===== config.mk =====
export PLATFORM = sky130hd
export DESIGN_NAME = game_round_seq
export DESIGN_NICKNAME = d
export VERILOG_FILES = /design/src/rtl/game_round_seq.sv
export SDC_FILE = /design/constraint.sdc
export NUM_CORES = 1
export LEC_CHECK = 0
export CORE_MARGIN = 5
export CORE_UTILIZATION = 35
export CTS_CLUSTER_SIZE = 14
export DETAILED_ROUTE_END_ITERATION = 10
export GPL_TIMING_DRIVEN = 0
export PLACE_DENSITY = 0.77
export SLEW_MARGIN = 20
export SYNTH_ARGS = -nofsm -noshare
export SYNTH_HDL_FRONTEND = slang
export SYNTH_SLANG_ARGS = --single-unit
export TNS_END_PERCENT = 5

===== constraint.sdc =====
create_clock -name clk -period 4.7 [get_ports clk]
set_input_delay 0.47 -clock clk [delete_from_list [all_inputs] [get_ports clk]]
set_output_delay 0.47 -clock clk [all_outputs]
set_load 0.05 [all_outputs]

===== src/rtl/game_round_seq.sv =====
// rtl/game_round_seq.sv - door-game round sequencer bus initiator (optional ROUND_CNT_EN: live round counter and status write)
module game_round_seq #(
  parameter logic [31:0] ADDR_RND   = 32'h0000_0004,
  parameter logic [31:0] ADDR_TUP   = 32'h0000_0008,
  parameter logic [31:0] ADDR_P1    = 32'h0000_000C,
  parameter logic [31:0] ADDR_P2    = 32'h0000_0010,
  parameter logic [31:0] ADDR_L1    = 32'h0000_6000,
  parameter logic [31:0] ADDR_L2    = 32'h0000_7000,
  parameter logic [31:0] ADDR_D1    = 32'h0000_8000,
  parameter logic [31:0] ADDR_D2    = 32'h0000_9000,
  parameter logic [31:0] ADDR_ST    = 32'h0001_0000,
  parameter logic [1:0]  INIT_LIVES = 2'd3
) (
  input  logic        clk,
  input  logic        reset,
  input  logic        start,
  output logic [31:0] addr_A,
  output logic [31:0] WD,
  output logic        WE,
  input  logic [31:0] RD,
  output logic        busy,
  output logic        game_over,
  output logic [7:0]  round_cnt
);

  typedef enum logic [3:0] {
    IDLE, RD_RND1, RD_RND2, WR_D1, WR_D2, WR_L1, WR_L2,
    POLL_T, RD_P1, RD_P2, UPD, WAIT_TLOW, WR_ST, OVER
  } state_t;

  state_t     state;
  logic       phase;     // 0: address cycle of a read, 1: sample cycle
  logic       post_upd;  // lives writes belong to a finished round, not game start
  logic [1:0] lives1, lives2;
  logic [1:0] door1, door2;
  logic [1:0] pos1, pos2;
  logic [7:0] rc;
  logic [1:0] rnd_door;
  logic [1:0] lives1_upd, lives2_upd;
  logic       unused_rd;

`ifdef ROUND_CNT_EN
  localparam bit ST_EN = 1'b1;
  assign round_cnt = rc;
`else
  localparam bit ST_EN = 1'b0;
  assign round_cnt = 8'd0;
`endif

  assign unused_rd = ^RD[31:3];

  // Door index from the random register: 1..3 and 4..6 both fold onto 0..2, anything else is door 0
  always_comb begin
    rnd_door = 2'd0;
    case (RD[2:0])
      3'd1, 3'd2, 3'd3: rnd_door = RD[1:0] - 2'd1;
      3'd4, 3'd5, 3'd6: rnd_door = RD[1:0];
      default:          rnd_door = 2'd0;
    endcase
  end

  // Lives after this round: a wrong door costs one life, never going below zero
  always_comb begin
    lives1_upd = lives1;
    lives2_upd = lives2;
    if (pos1 != door1 && lives1 != 2'd0) lives1_upd = lives1 - 2'd1;
    if (pos2 != door2 && lives2 != 2'd0) lives2_upd = lives2 - 2'd1;
  end

  // Round sequencer; bus outputs are loaded on the edge that enters each state
  always_ff @(posedge clk or posedge reset) begin
    if (reset) begin
      state     <= IDLE;
      phase     <= 1'b0;
      post_upd  <= 1'b0;
      lives1    <= INIT_LIVES;
      lives2    <= INIT_LIVES;
      door1     <= 2'd0;
      door2     <= 2'd0;
      pos1      <= 2'd0;
      pos2      <= 2'd0;
      rc        <= 8'd0;
      addr_A    <= 32'd0;
      WD        <= 32'd0;
      WE        <= 1'b0;
      busy      <= 1'b0;
      game_over <= 1'b0;
    end else begin
      case (state)
        IDLE, OVER: begin
          if (start) begin
            lives1    <= INIT_LIVES;
            lives2    <= INIT_LIVES;
            rc        <= 8'd0;
            post_upd  <= 1'b0;
            busy      <= 1'b1;
            game_over <= 1'b0;
            state     <= WR_L1;
            addr_A    <= ADDR_L1;
            WD        <= {30'b0, INIT_LIVES};
            WE        <= 1'b1;
          end
        end
        WR_L1: begin
          state  <= WR_L2;
          addr_A <= ADDR_L2;
          WD     <= {30'b0, lives2};
          WE     <= 1'b1;
        end
        WR_L2: begin
          if (!post_upd) begin
            state  <= RD_RND1;
            addr_A <= ADDR_RND;
            WD     <= 32'd0;
            WE     <= 1'b0;
            phase  <= 1'b0;
          end else if (ST_EN) begin
            state  <= WR_ST;
            addr_A <= ADDR_ST;
            WD     <= {24'b0, rc};
            WE     <= 1'b1;
          end else begin
            state  <= WAIT_TLOW;
            addr_A <= ADDR_TUP;
            WD     <= 32'd0;
            WE     <= 1'b0;
            phase  <= 1'b0;
          end
        end
        RD_RND1: begin
          if (!phase) begin
            phase <= 1'b1;
          end else begin
            door1  <= rnd_door;
            state  <= WR_D1;
            addr_A <= ADDR_D1;
            WD     <= {30'b0, rnd_door};
            WE     <= 1'b1;
          end
        end
        WR_D1: begin
          state  <= RD_RND2;
          addr_A <= ADDR_RND;
          WD     <= 32'd0;
          WE     <= 1'b0;
          phase  <= 1'b0;
        end
        RD_RND2: begin
          if (!phase) begin
            phase <= 1'b1;
          end else begin
            door2  <= rnd_door;
            state  <= WR_D2;
            addr_A <= ADDR_D2;
            WD     <= {30'b0, rnd_door};
            WE     <= 1'b1;
          end
        end
        WR_D2: begin
          state  <= POLL_T;
          addr_A <= ADDR_TUP;
          WD     <= 32'd0;
          WE     <= 1'b0;
          phase  <= 1'b0;
        end
        POLL_T: begin
          if (!phase) begin
            phase <= 1'b1;
          end else if (RD[0]) begin
            state  <= RD_P1;
            addr_A <= ADDR_P1;
            phase  <= 1'b0;
          end else begin
            phase <= 1'b0;
          end
        end
        RD_P1: begin
          if (!phase) begin
            phase <= 1'b1;
          end else begin
            pos1   <= RD[1:0];
            state  <= RD_P2;
            addr_A <= ADDR_P2;
            phase  <= 1'b0;
          end
        end
        RD_P2: begin
          if (!phase) begin
            phase <= 1'b1;
          end else begin
            pos2   <= RD[1:0];
            state  <= UPD;
            addr_A <= 32'd0;
            WD     <= 32'd0;
            WE     <= 1'b0;
          end
        end
        UPD: begin
          lives1   <= lives1_upd;
          lives2   <= lives2_upd;
          post_upd <= 1'b1;
          if (ST_EN) rc <= rc + 8'd1;
          state    <= WR_L1;
          addr_A   <= ADDR_L1;
          WD       <= {30'b0, lives1_upd};
          WE       <= 1'b1;
        end
        WR_ST: begin
          state  <= WAIT_TLOW;
          addr_A <= ADDR_TUP;
          WD     <= 32'd0;
          WE     <= 1'b0;
          phase  <= 1'b0;
        end
        WAIT_TLOW: begin
          if (!phase) begin
            phase <= 1'b1;
          end else if (RD[0]) begin
            phase <= 1'b0;
          end else if (lives1 == 2'd0 || lives2 == 2'd0) begin
            state     <= OVER;
            addr_A    <= 32'd0;
            busy      <= 1'b0;
            game_over <= 1'b1;
          end else begin
            state  <= RD_RND1;
            addr_A <= ADDR_RND;
            phase  <= 1'b0;
          end
        end
        default: begin
          state  <= IDLE;
          addr_A <= 32'd0;
          WD     <= 32'd0;
          WE     <= 1'b0;
          busy   <= 1'b0;
        end
      endcase
    end
  end

endmodule


[After elaboration in Yosys (flattened, before gate mapping)]
Cells that the tools add are included.
Storage, ports and cells
  bits in read-only memories: 0
  memories: 0
  bits in writable memories: 0
  flip-flop bits (word level): 85
  latch bits: 0
  output and inout port bits: 75
  bits of input ports: 35
  logic and storage cells: 136
Cells by class
  bitwise logic cells: 2
  reductions and logical operators: 32
  div/mod/pow operators: 0
  multiply operators: 0
  shift operators: 0
  equality and inequality tests: 33
  add/sub/neg operators: 3
  magnitude comparators: 0
  mux-type cells: 52
Operators with widths (count)
  one-hot mux 32 bit (12 select lines): 1
  2-to-1 mux 32 bit: 11
  one-hot mux 32 bit (6 select lines): 1
  one-hot mux 4 bit (13 select lines): 1
  2-to-1 mux 4 bit: 12
  equality test 4 bit, second input constant: 6
  inequality test 2 bit, second input constant: 11
  equality test 4 x 3 -> 1 bit, second input constant: 4
  2-to-1 mux 1 bit: 14
  one-hot mux 2 bit (2 select lines): 3
  OR reduction 3 bit: 4
  OR reduction 11 bit: 1
  AND reduction 2 bit: 5
  AND reduction 5 bit: 2
  OR reduction 2 bit: 5
  equality test 3 bit, second input constant: 3
  AND reduction 9 bit: 1
  equality test 4 x 2 -> 1 bit, second input constant: 2
  nonzero test 2 bit: 4
  equality test 3 x 2 -> 1 bit, second input constant: 2
  2-to-1 mux 2 bit: 3
  subtractor 2 x 1 -> 2 bit, second input constant: 3
  one-hot mux 1 bit (5 select lines): 1
  equality test 4 x 1 -> 1 bit, second input constant: 1
  16 further kinds: 21

[Depth between registers and ports, before layout]
Gate-level depths: netlist of run 1.
  depth in word-level cells: 6
  gate-level depth with buffers: 7
  gate-level depth less buffers: 7

[Worst setup path after synthesis of run 1]
OpenSTA, ideal clock, no wires.
  kind: in2reg
  start: in RD[0]
  end: reg WD[0]
  library setup time: 0.121 ns
  path buffers: 0
  arrival time: 1.650 ns
  setup slack: 2.929 ns
  stages on the path: 7
  data required time: 4.579 ns
  cell sequence: inv_1 -> ha_1 -> o311ai_0 -> o31ai_1 -> o221ai_1 -> o211ai_1 -> a22o_1
On the way
  word-level cells in the longest chain between the ends: 5
  elaborated cells on any way between the ends: 12
  those cells by class: 1 x add/sub; 6 x eq/ne; 3 x mux; 2 x reduce/logical
RTL lines
  start, declared: line 20  | input logic [31:0] RD,
  equality test 3 bit (tied with other cells): line 55  | case (RD[2:0])
  OR reduction 3 bit: line 55
  one-hot mux 2 bit (2 select lines) *: line 55
  2-to-1 mux 32 bit *: line 131, 149
  one-hot mux 32 bit (6 select lines) *: line 89  | case (state)
  end signal, assigned: line 100  | WD <= {30'b0, INIT_LIVES};
  end signal, assigned: line 137  | WD <= {30'b0, rnd_door};
  end signal, assigned: line 155  | WD <= {30'b0, rnd_door};
  end, declared: line 18  | output logic [31:0] WD,
Every way passes the cells marked *; elsewhere a longest branch is shown, timed or not. The select of a mux whose other input is x is not followed.
A chain may end at the register's enable or synchronous reset.

[Final worst setup path of run 1]
Same ends and word-level chain as after synthesis.

==> metrics, run 1 <==
post-synthesis average cell area=8.57 µm²; Total GRT Usage=0.138; IO Pins=110; post-DR vias/cell=~4.6; Area Growth Syn to Fin=25.2%; Critical Path RT=a little under 5000 ps; Slew Limit Headroom=0.570; Tcrit/Tclk final=0.508; Slowest-stage cell, CP=clkdlybuf4s50_1; Detailed Routing Iterations Pass 1=4; root buffer cell=clkbuf_8; first-pass GRT wire length=around 9500 µm; clock sink count=29; vias in the first global route=1,973; layout cells sized above 1=0.275; most numerous cell in the Yosys netlist=buf_4; share of power burned in the clock network=0.114; critical path's largest stage delay=around 610 ps; ranking of synthesized cells by area=dfrtp_1 26%, buf_4 20%, dfstp_2 4.4%, a21oi_1 3.5%, ha_1 3.1%; Cells on Worst Hold Path=1; Initial Util=0.357; switching share of power=0.496; kind of critical path=input pin to register; number of max-cap violations=0; Die X-Extent=slightly above 90 µm; PnR Total Power=between 2 and 2.5 mW; height of the die=92.8 µm; RePlAce Congestion=between 0.8 and 0.9; Int Power=1.02 mW; post-synth cell types=53; Tmin final=about 2400 ps; Hold Crit Class=register to register; Critical Path End Type=register; Synth area leader=dfrtp_1; total negative setup slack=0 ps; DRC errors left=0; status=finished, final reports clean; top cell type's share of synthesized area=0.261; sequential cell fraction of total power=0.220; final wirelength=roughly 5600 µm; CTS tree=done; wire length per cell=~13 µm; FF+latch count, synth=29; CP Cell Sequence=clkdlybuf4s50_1 > inv_1 > ha_1 > o311ai_0 > o31ai_1 > o221ai_1 > o211ai_1 > a22o_1; Final Hold Vio Count=0; unrepaired setup endpoints after global routing=no; ANT nets after route=0; vias=between 2,000 and 2,500; total inserted antenna cells=0; HP Start=WE; sequential element share of the synthesized area=0.305; post-cts resize count=0; YS warnings=0; Power Density=675 mW/mm²; Initial DRC Count=between 150 and 200; critical path arrival=~2600 ps; number of buffers created by CTS=5; Worst Hold Path EP=WE; Combinational Power Share=0.666; startpoint types=input pin; worst reg2reg path startpoint=state[0]; CP Max Fanout=7; worst setup margin=between 2000 and 2500 ps; R2R Path End=state[1]; Slew Viols, Final=0; ys async rst share=1.00; mapped cell area=roughly 0.0024 mm²; IO buf count=17; dominant synthesized flop cell=dfrtp_1; Reg2Reg Depth=5; grt ovf=0; number of flops mapped to enable cells by yosys=0; Placement Setup Slack=between 2000 and 2500 ps; Peak supply drop=~0.29 mV; net switching power=roughly 1.0 mW; Max clock buf depth=2; clock slew at reported path FFs=~70 ps; row cnt=30; Finish-stage setup viols=0; Clock Latency Late Sink=between 200 and 300 ps; initial antenna violation count=0; detailed-placement wirelength estimate=between 4000 and 5000 µm; most frequent cells after synthesis=65 x buf_4, 25 x dfrtp_1, 20 x nor2_1; H-tree depth=2; Filler cells=approximately 670; clk_skew=~8.7 ps; leakage power=about 1.5 nW; Post CTS Setup Buffer Count=0; Mapped Cells=280; die area=approximately 0.0086 mm²; core area=approximately 0.0067 mm²; hold buffer count at CTS=0; worst slew pin tran=640 ps; largest net degree at the start of global routing=30; post-layout util=0.447; Peak Freq=~420 MHz; Final #Nets=~400; reg2reg setup slack=around 2800 ps
-- per-stage QoR --
stage / area [µm²] / cells / hold slack, ps
floorplan: 2630 / 342 / 470
global placement: 2900 / 439 / 464
detailed placement: 2900 / 439 / 469
CTS: 3000 / 447 / 485
global route: 3000 / 447 / 512
finish: 3000 / 447 / 479
-- logic make-up (layout without fill, tap and decap cells) --
group,after synthesis,after routing,share of synthesized area
other,1,63,0.00156
xor gates and xnor gates,8,8,0.0292
and+or+nand+nor,67,67,0.139
adders and majority gates,6,6,0.0313
AOI/OAI and AO/OA,68,68,0.196
buffers and inverters,93,118,0.260
DFF,29,29,0.305
muxes,8,8,0.0386
-- sequential cells by signal, indices dropped and copies added (netlist names) --
name	count
addr_A	6
state	4
WD	2
door1	2
door2	2
lives1	2
lives2	2
pos1	2
pos2	2
WE	1
busy	1
game_over	1
phase	1
post_upd	1
-- layout make-up --
class | instances | area (µm²) | share of cell area
multi-input combinational | 220 | 1280 | 0.425
timing repair buffer | 17 | 170 | 0.0567
buffer | 78 | 568 | 0.189
clock buffer | 7 | 96.3 | 0.0321
tap | 80 | 100 | 0.0333
sequential | 29 | 731 | 0.243
inverter | 15 | 56.3 | 0.0188
clock inverter | 1 | 5.00 | 0.00167
-- power by group through the flow --
stage	clock [mW]	combinational [mW]	sequential, mW
after floorplan	0	0.964	0.544
after global placement	0	1.32	0.445
after detailed placement	0	1.34	0.452
after CTS	0.235	1.35	0.447
after global routing	0.249	1.47	0.462
final	0.231	1.35	0.447
-- worst max-delay path: cells and delay by family --
kind | cells | cell delay (ps)
compound gates | 5 | 1110
buf+inv | 2 | 740
fa+ha+maj | 1 | 230
-- cells in the final DEF (no fill, tap or decap), types with 4 or more instances in the layout --
master and instances:
a21oi_1 17, inv_1 14, ha_1 6, dfstp_2 4, dfrtp_1 25, clkdlybuf4s50_1 17
a31oi_1 4, clkbuf_8 7, nor2_1 20, nand2_1 14, conb_1 63, o22ai_1 6
nand4_1 4, nor3_1 12, buf_2 7, buf_4 65, xnor2_1 7, o21ai_0 14
mux2_2 6
-- worst max-delay path by stage --
stage | from | slack [ps] | end | cells after the start
after floorplan | RD[0] | 2930 | WD[0] | 7
after global placement | RD[0] | 2080 | WD[0] | 8
final | RD[0] | 2310 | WD[0] | 8
after detailed placement | RD[0] | 2010 | WD[0] | 8
after CTS | RD[0] | 2310 | WD[0] | 8
after global routing | RD[0] | 2120 | WD[0] | 8
-- routing by layer --
| layer | vias up | part of all wire | track usage |
|---|---|---|---|
| met5 | - | 0 | 0 |
| met4 | 0 | 0.017 | 0.0452 |
| met3 | 9 | 0.10 | 0.0309 |
| met2 | 95 | 0.49 | 0.232 |
| met1 | 924 | 0.39 | 0.173 |
| li1 | 1013 | - | - |
Power figures use the tool's default switching activity.
==> run 2: changes to the inputs <==
PLACE_DENSITY = 0.79   (was 0.77)
clock period = 1.99 ns   (was 4.7 ns; I/O delays follow)
==> metrics, run 2 (synthesis results as in run 1) <==
status=finished, final reports clean (unchanged); kind of critical path=register to register (was input pin to register); biggest regs=addr_A (6), state (4) (unchanged); largest net degree at the start of global routing=30 (unchanged); IO Pins=110 (unchanged); Filler cells=685 (was 671); Detailed Routing Iterations Pass 1=4 (unchanged); number of buffers created by CTS=5 (unchanged); critical path's largest stage delay=430 ps (was 610 ps); placed cells=439 (unchanged); row cnt=30 (unchanged); number of max-cap violations=0 (unchanged); Critical Path End Type=register (unchanged); total inserted antenna cells=0 (unchanged); first-pass GRT wire length=9270 µm (was 9500 µm); Tmin final=around 1900 ps; grt ovf=0 (unchanged); final wirelength=5690 µm (was 5630 µm); vias in the first global route=1,988 (was 1,973); critical path arrival=2070 ps (was 2560 ps); post-DR vias/cell=4.59 (was 4.57); H-tree depth=2 (unchanged); RePlAce Congestion=0.923 (was 0.894); Initial DRC Count=195 (was 187); Final Hold Vio Count=0 (unchanged); Finished Cell Area=0.00310 mm² (was 0.00300 mm²); Placement Setup Slack=-455 ps (was 2010 ps); core area=0.00672 mm² (unchanged); IO buf count=17 (unchanged); worst slew pin tran=590 ps (was 640 ps); Power Density=1580 mW/mm² (was 675 mW/mm²); clk_skew=3.54 ps (was 8.72 ps); Die X-Extent=92.8 µm (unchanged); root buffer cell=clkbuf_8 (unchanged); Finish-stage setup viols=0 (unchanged); hold buffer count at CTS=0 (unchanged); Max clock buf depth=2 (unchanged); Area Growth Syn to Fin=29.1% (was 25.2%); CTS tree=done (unchanged); Layout Cells excl Fill=451 (was 447); Critical Path RT=2150 ps (was 4880 ps); detailed-placement wirelength estimate=4360 µm (was 4390 µm); vias=2,070 (was 2,041); Peak Freq=approximately 520 MHz; ANT nets after route=0 (unchanged); Peak supply drop=0.669 mV (was 0.285 mV); unrepaired setup endpoints after global routing=yes (was no); leakage power=1.55 nW (was 1.52 nW); Initial Util=0.357 (unchanged); Reg2Reg Depth=5 (unchanged); die area=0.00861 mm² (unchanged); Biggest register=addr_A (unchanged); commonest non-fill, non-tap cell in the layout=buf_4 (unchanged); Slew Limit Headroom=0.606 (was 0.570); wire length per cell=12.6 µm (about the same); max reg flops=6 (unchanged); Final #Nets=411 (was 407); Slowest-stage cell, CP=dfrtp_1 (was clkdlybuf4s50_1); Clock Latency Late Sink=280 ps (was 290 ps); CP Max Fanout=7 (unchanged); Slew Viols, Final=0 (unchanged); total negative setup slack=0 ps (unchanged); initial antenna violation count=0 (unchanged); clock slew at reported path FFs=60 ps (was 70 ps); Cell Area, Placed=0.00290 mm² (unchanged); height of the die=92.8 µm (unchanged); most frequent cells in the layout=69 x buf_4, 63 x conb_1, 25 x dfrtp_1, 20 x nor2_1, 17 x a21oi_1 (was 65 x buf_4, 63 x conb_1, 25 x dfrtp_1, 20 x nor2_1); DRC errors left=0 (unchanged); Tcrit/Tclk final=0.959; clock sink count=29 (unchanged); worst setup margin=80.9 ps (was 2310 ps); startpoint types=register (was input pin); Hold Crit Class=input pin to asynchronous set/reset pin (was register to register); layout cells sized above 1=0.305 (was 0.275); CP Cell Sequence=nand2_1 > o22ai_1 > a221oi_4 > buf_4 > mux2_2 (was clkdlybuf4s50_1 > inv_1 > ha_1 > o311ai_0 > o31ai_1 > o221ai_1 > o211ai_1 > a22o_1); Total GRT Usage=0.132 (was 0.138)
## run 2: worst max-delay path, delay by kind of cell (launching register included)
family,cells,cell delay [ps]
and+or+nand+nor,1,270
AOI/OAI and AO/OA,2,600
DFF,1,430
buffers and inverters,1,180
muxes,1,310
## run 2: cell type report
cell class,instances,area [µm²],area share
flip-flops and latches,29,731,0.236
well taps,80,100,0.0323
plain buffers,78,568,0.184
repair buffers,21,203,0.0655
inverters,15,56.3,0.0182
multi-input cells,220,1350,0.435
clock buffers,8,90.1,0.0291
## run 2: final timing paths
path,startpoint,slack [ps],to
setup reg to reg,state[2],80,addr_A[15]
hold reg to reg,WE,480,WE
setup / recovery,state[2],80,addr_A[15]
max in group asynchronous,reset,1290,phase
hold / removal,reset,310,addr_A[12]
min in group clk,WE,480,WE
## run 2: layer usage
| metal | part of all wire | track usage | up-vias |
|---|---|---|---|
| met5 | 0 | 0 | - |
| met4 | 0.019 | 0.0488 | 0 |
| met3 | 0.076 | 0.0236 | 10 |
| met2 | 0.50 | 0.226 | 88 |
| met1 | 0.41 | 0.165 | 947 |
| li1 | - | - | 1025 |
## run 2: what timing repair did
| action | 4_1_cts | 5_1_grt |
|---|---|---|
| pin swaps | 0 | 1 |
| resized for setup | 3 | 14 |
| buffers inserted | 0 | 4 |
| setup endpoints to repair | 3 | 11 |
## run 2: where the power goes
group	switching, mW	internal, mW
Sequential	0.188	0.871
Combinational	2.02	1.32
Clock	0.212	0.281
Total	2.42	2.47
## run 2: metrics by stage
| step | hold WS, ps | utilization | power (mW) |
|---|---|---|---|
| after CTS | 487 | 0.446 | 4.75 |
| after detailed placement | 474 | 0.432 | 4.24 |
| after global placement | 464 | 0.432 | 4.17 |
| final | 306 | 0.461 | 4.89 |
| after floorplan | 274 | - | 3.56 |
| after global routing | 391 | 0.461 | 5.25 |
==> run 3: changes to the inputs <==
CORE_UTILIZATION = 38   (was 35)
PLACE_DENSITY = 0.84   (was 0.79)
REMOVE_ABC_BUFFERS = 1   (was unset)
==> metrics, run 3 (synthesis results as in run 1) <==
status=finished, final reports clean (unchanged); commonest non-fill, non-tap cell in the layout=conb_1 (was buf_4); clock sink count=29 (unchanged); clk_skew=4.21 ps (was 3.54 ps); wire length per cell=14.0 µm (was 12.6 µm); number of max-cap violations=0 (unchanged); Tmin final=1940 ps (was 1910 ps); Finish-stage setup viols=0 (unchanged); hold buffer count at CTS=0 (unchanged); Total GRT Usage=0.126 (was 0.132); Detailed Routing Iterations Pass 1=4 (unchanged); switching share of power=0.479 (was 0.495); Slew Viols, Final=0 (unchanged); biggest regs=addr_A (6), state (4) (unchanged); vias=1,932 (was 2,070); initial antenna violation count=0 (unchanged); ANT nets after route=0 (unchanged); post-DR vias/cell=5.07 (was 4.59); Layout Cells excl Fill=381 (was 451); height of the die=89.4 µm (was 92.8 µm); total inserted antenna cells=0 (unchanged); Critical Path End Type=register (unchanged); Initial Util=0.384 (was 0.357); Clock Latency Late Sink=290 ps (was 280 ps); largest net degree at the start of global routing=38 (was 30); Combinational Power Share=0.631 (was 0.682); first-pass GRT wire length=7710 µm (was 9270 µm); Filler cells=619 (was 685); Initial DRC Count=193 (was 195); net switching power=2.41 mW (was 2.42 mW); clock slew at reported path FFs=60 ps (about the same); DRC errors left=0 (unchanged); Cell Area, Placed=0.00233 mm² (was 0.00290 mm²); grt ovf=0 (unchanged); placed cells=358 (was 439); layout cells sized above 1=0.174 (was 0.305); worst setup margin=47.3 ps (was 80.9 ps); CP Max Fanout=12 (was 7); number of buffers created by CTS=5 (unchanged); kind of critical path=register to register (unchanged); Hold Crit Class=input pin to asynchronous set/reset pin (unchanged); Placement Setup Slack=-742 ps (was -455 ps); CTS tree=done (unchanged); Peak Freq=515 MHz (was 524 MHz); total negative setup slack=0 ps (unchanged); leakage power=1.22 nW (was 1.55 nW); Biggest register=addr_A (unchanged); hold slack=300 ps (was 306 ps); unrepaired setup endpoints after global routing=yes (unchanged); root buffer cell=clkbuf_8 (unchanged); Int Power=2.62 mW (was 2.47 mW); IO Pins=110 (unchanged); row cnt=29 (was 30); detailed-placement wirelength estimate=3430 µm (was 4360 µm); core area=0.00624 mm² (was 0.00672 mm²); Slew Limit Headroom=0.605 (was 0.606); Critical Path RT=2200 ps (was 2150 ps); Final #Nets=344 (was 411); Finished Cell Area=0.00264 mm² (was 0.00310 mm²); Tcrit/Tclk final=0.976 (was 0.959); die area=0.00800 mm² (was 0.00861 mm²); sequential cell fraction of total power=0.243 (was 0.217); Final Hold Vio Count=0 (unchanged); RePlAce Congestion=0.858 (was 0.923); PnR Total Power=5.03 mW (was 4.89 mW); critical path arrival=2150 ps (was 2070 ps); IO buf count=17 (unchanged); Max clock buf depth=2 (unchanged); Die X-Extent=89.4 µm (was 92.8 µm); final wirelength=5350 µm (was 5690 µm); vias in the first global route=1,598 (was 1,988); max reg flops=6 (unchanged); startpoint types=register (unchanged); H-tree depth=2 (unchanged); Power Density=1900 mW/mm² (was 1580 mW/mm²); post-layout util=0.423 (was 0.461); most frequent cells in the layout=63 x conb_1, 20 x dfrtp_1, 20 x nor2_1, 17 x a21oi_1, 15 x clkdlybuf4s50_1 (was 69 x buf_4, 63 x conb_1, 25 x dfrtp_1, 20 x nor2_1, 17 x a21oi_1); share of power burned in the clock network=0.126 (was 0.101); Peak supply drop=0.837 mV (was 0.669 mV); Area Growth Syn to Fin=10.1% (was 29.1%); worst slew pin tran=592 ps (was 590 ps)
-- run 3: changes by cell type in the layout (fill, tap and decap cells not counted), moves of 2 or more --
cell | previous run | this run
buf_4 | 69 | 11
buf_2 | 7 | 0
dfrtp_1 | 25 | 20
dfrtp_4 | 0 | 4
buf_1 | 2 | 0
clkbuf_1 | 3 | 1
-- run 3: worst max-delay path: stages (launching register included) --
cell      delay, ps
dfrtp_4         550
nor4b_1         180
a211o_1         280
a221oi_4        290
buf_12          160
mux2_4          290
a21oi_1         110
-- run 3: cell type report --
cell class / instances / area (µm²) / share of cell area
clock buffers: 7 / 86.3 / 0.0327
clock inverters: 1 / 30.0 / 0.0114
inverters: 15 / 56.3 / 0.0213
multi-input cells: 220 / 1320 / 0.498
flip-flops and latches: 29 / 747 / 0.283
well taps: 77 / 96.3 / 0.0365
repair buffers: 32 / 309 / 0.117
-- run 3: power groups by stage --
stage | Sequential, mW | Clock [mW] | Combinational (mW)
finish | 1.22 | 0.631 | 3.17
global route | 1.26 | 0.672 | 3.44
CTS | 1.37 | 0.644 | 2.69
detailed placement | 1.35 | 0 | 2.50
global placement | 1.33 | 0 | 2.44
floorplan | 1.53 | 0 | 1.73
-- run 3: routing by layer --
layer | part of all wire | track usage | vias up
met5 | 0 | 0 | -
met1 | 0.37 | 0.161 | 915
met4 | 0.026 | 0.0609 | 0
met2 | 0.49 | 0.199 | 112
li1 | - | - | 889
met3 | 0.11 | 0.0332 | 16
-- run 3: path summary, 6_finish.rpt --
check,startpoint,endpoint,slack (ps),cells after the start
worst max-delay path,state[1],state[1],50,6
worst min-delay path,reset,door2[1],300,2
worst max register to register,state[1],state[1],50,6
worst min register to register,WE,WE,480,1
max in group asynchronous,reset,state[0],1240,2
min in group clk,WE,WE,480,1
-- run 3: repair_timing --
action | 4_1_cts | 5_1_grt
setup buffers | 3 | 12
hold endpoints to repair | 0 | 0
resized for setup | 12 | 12
pin swaps | 2 | 2
setup endpoints to repair | 20 | 13
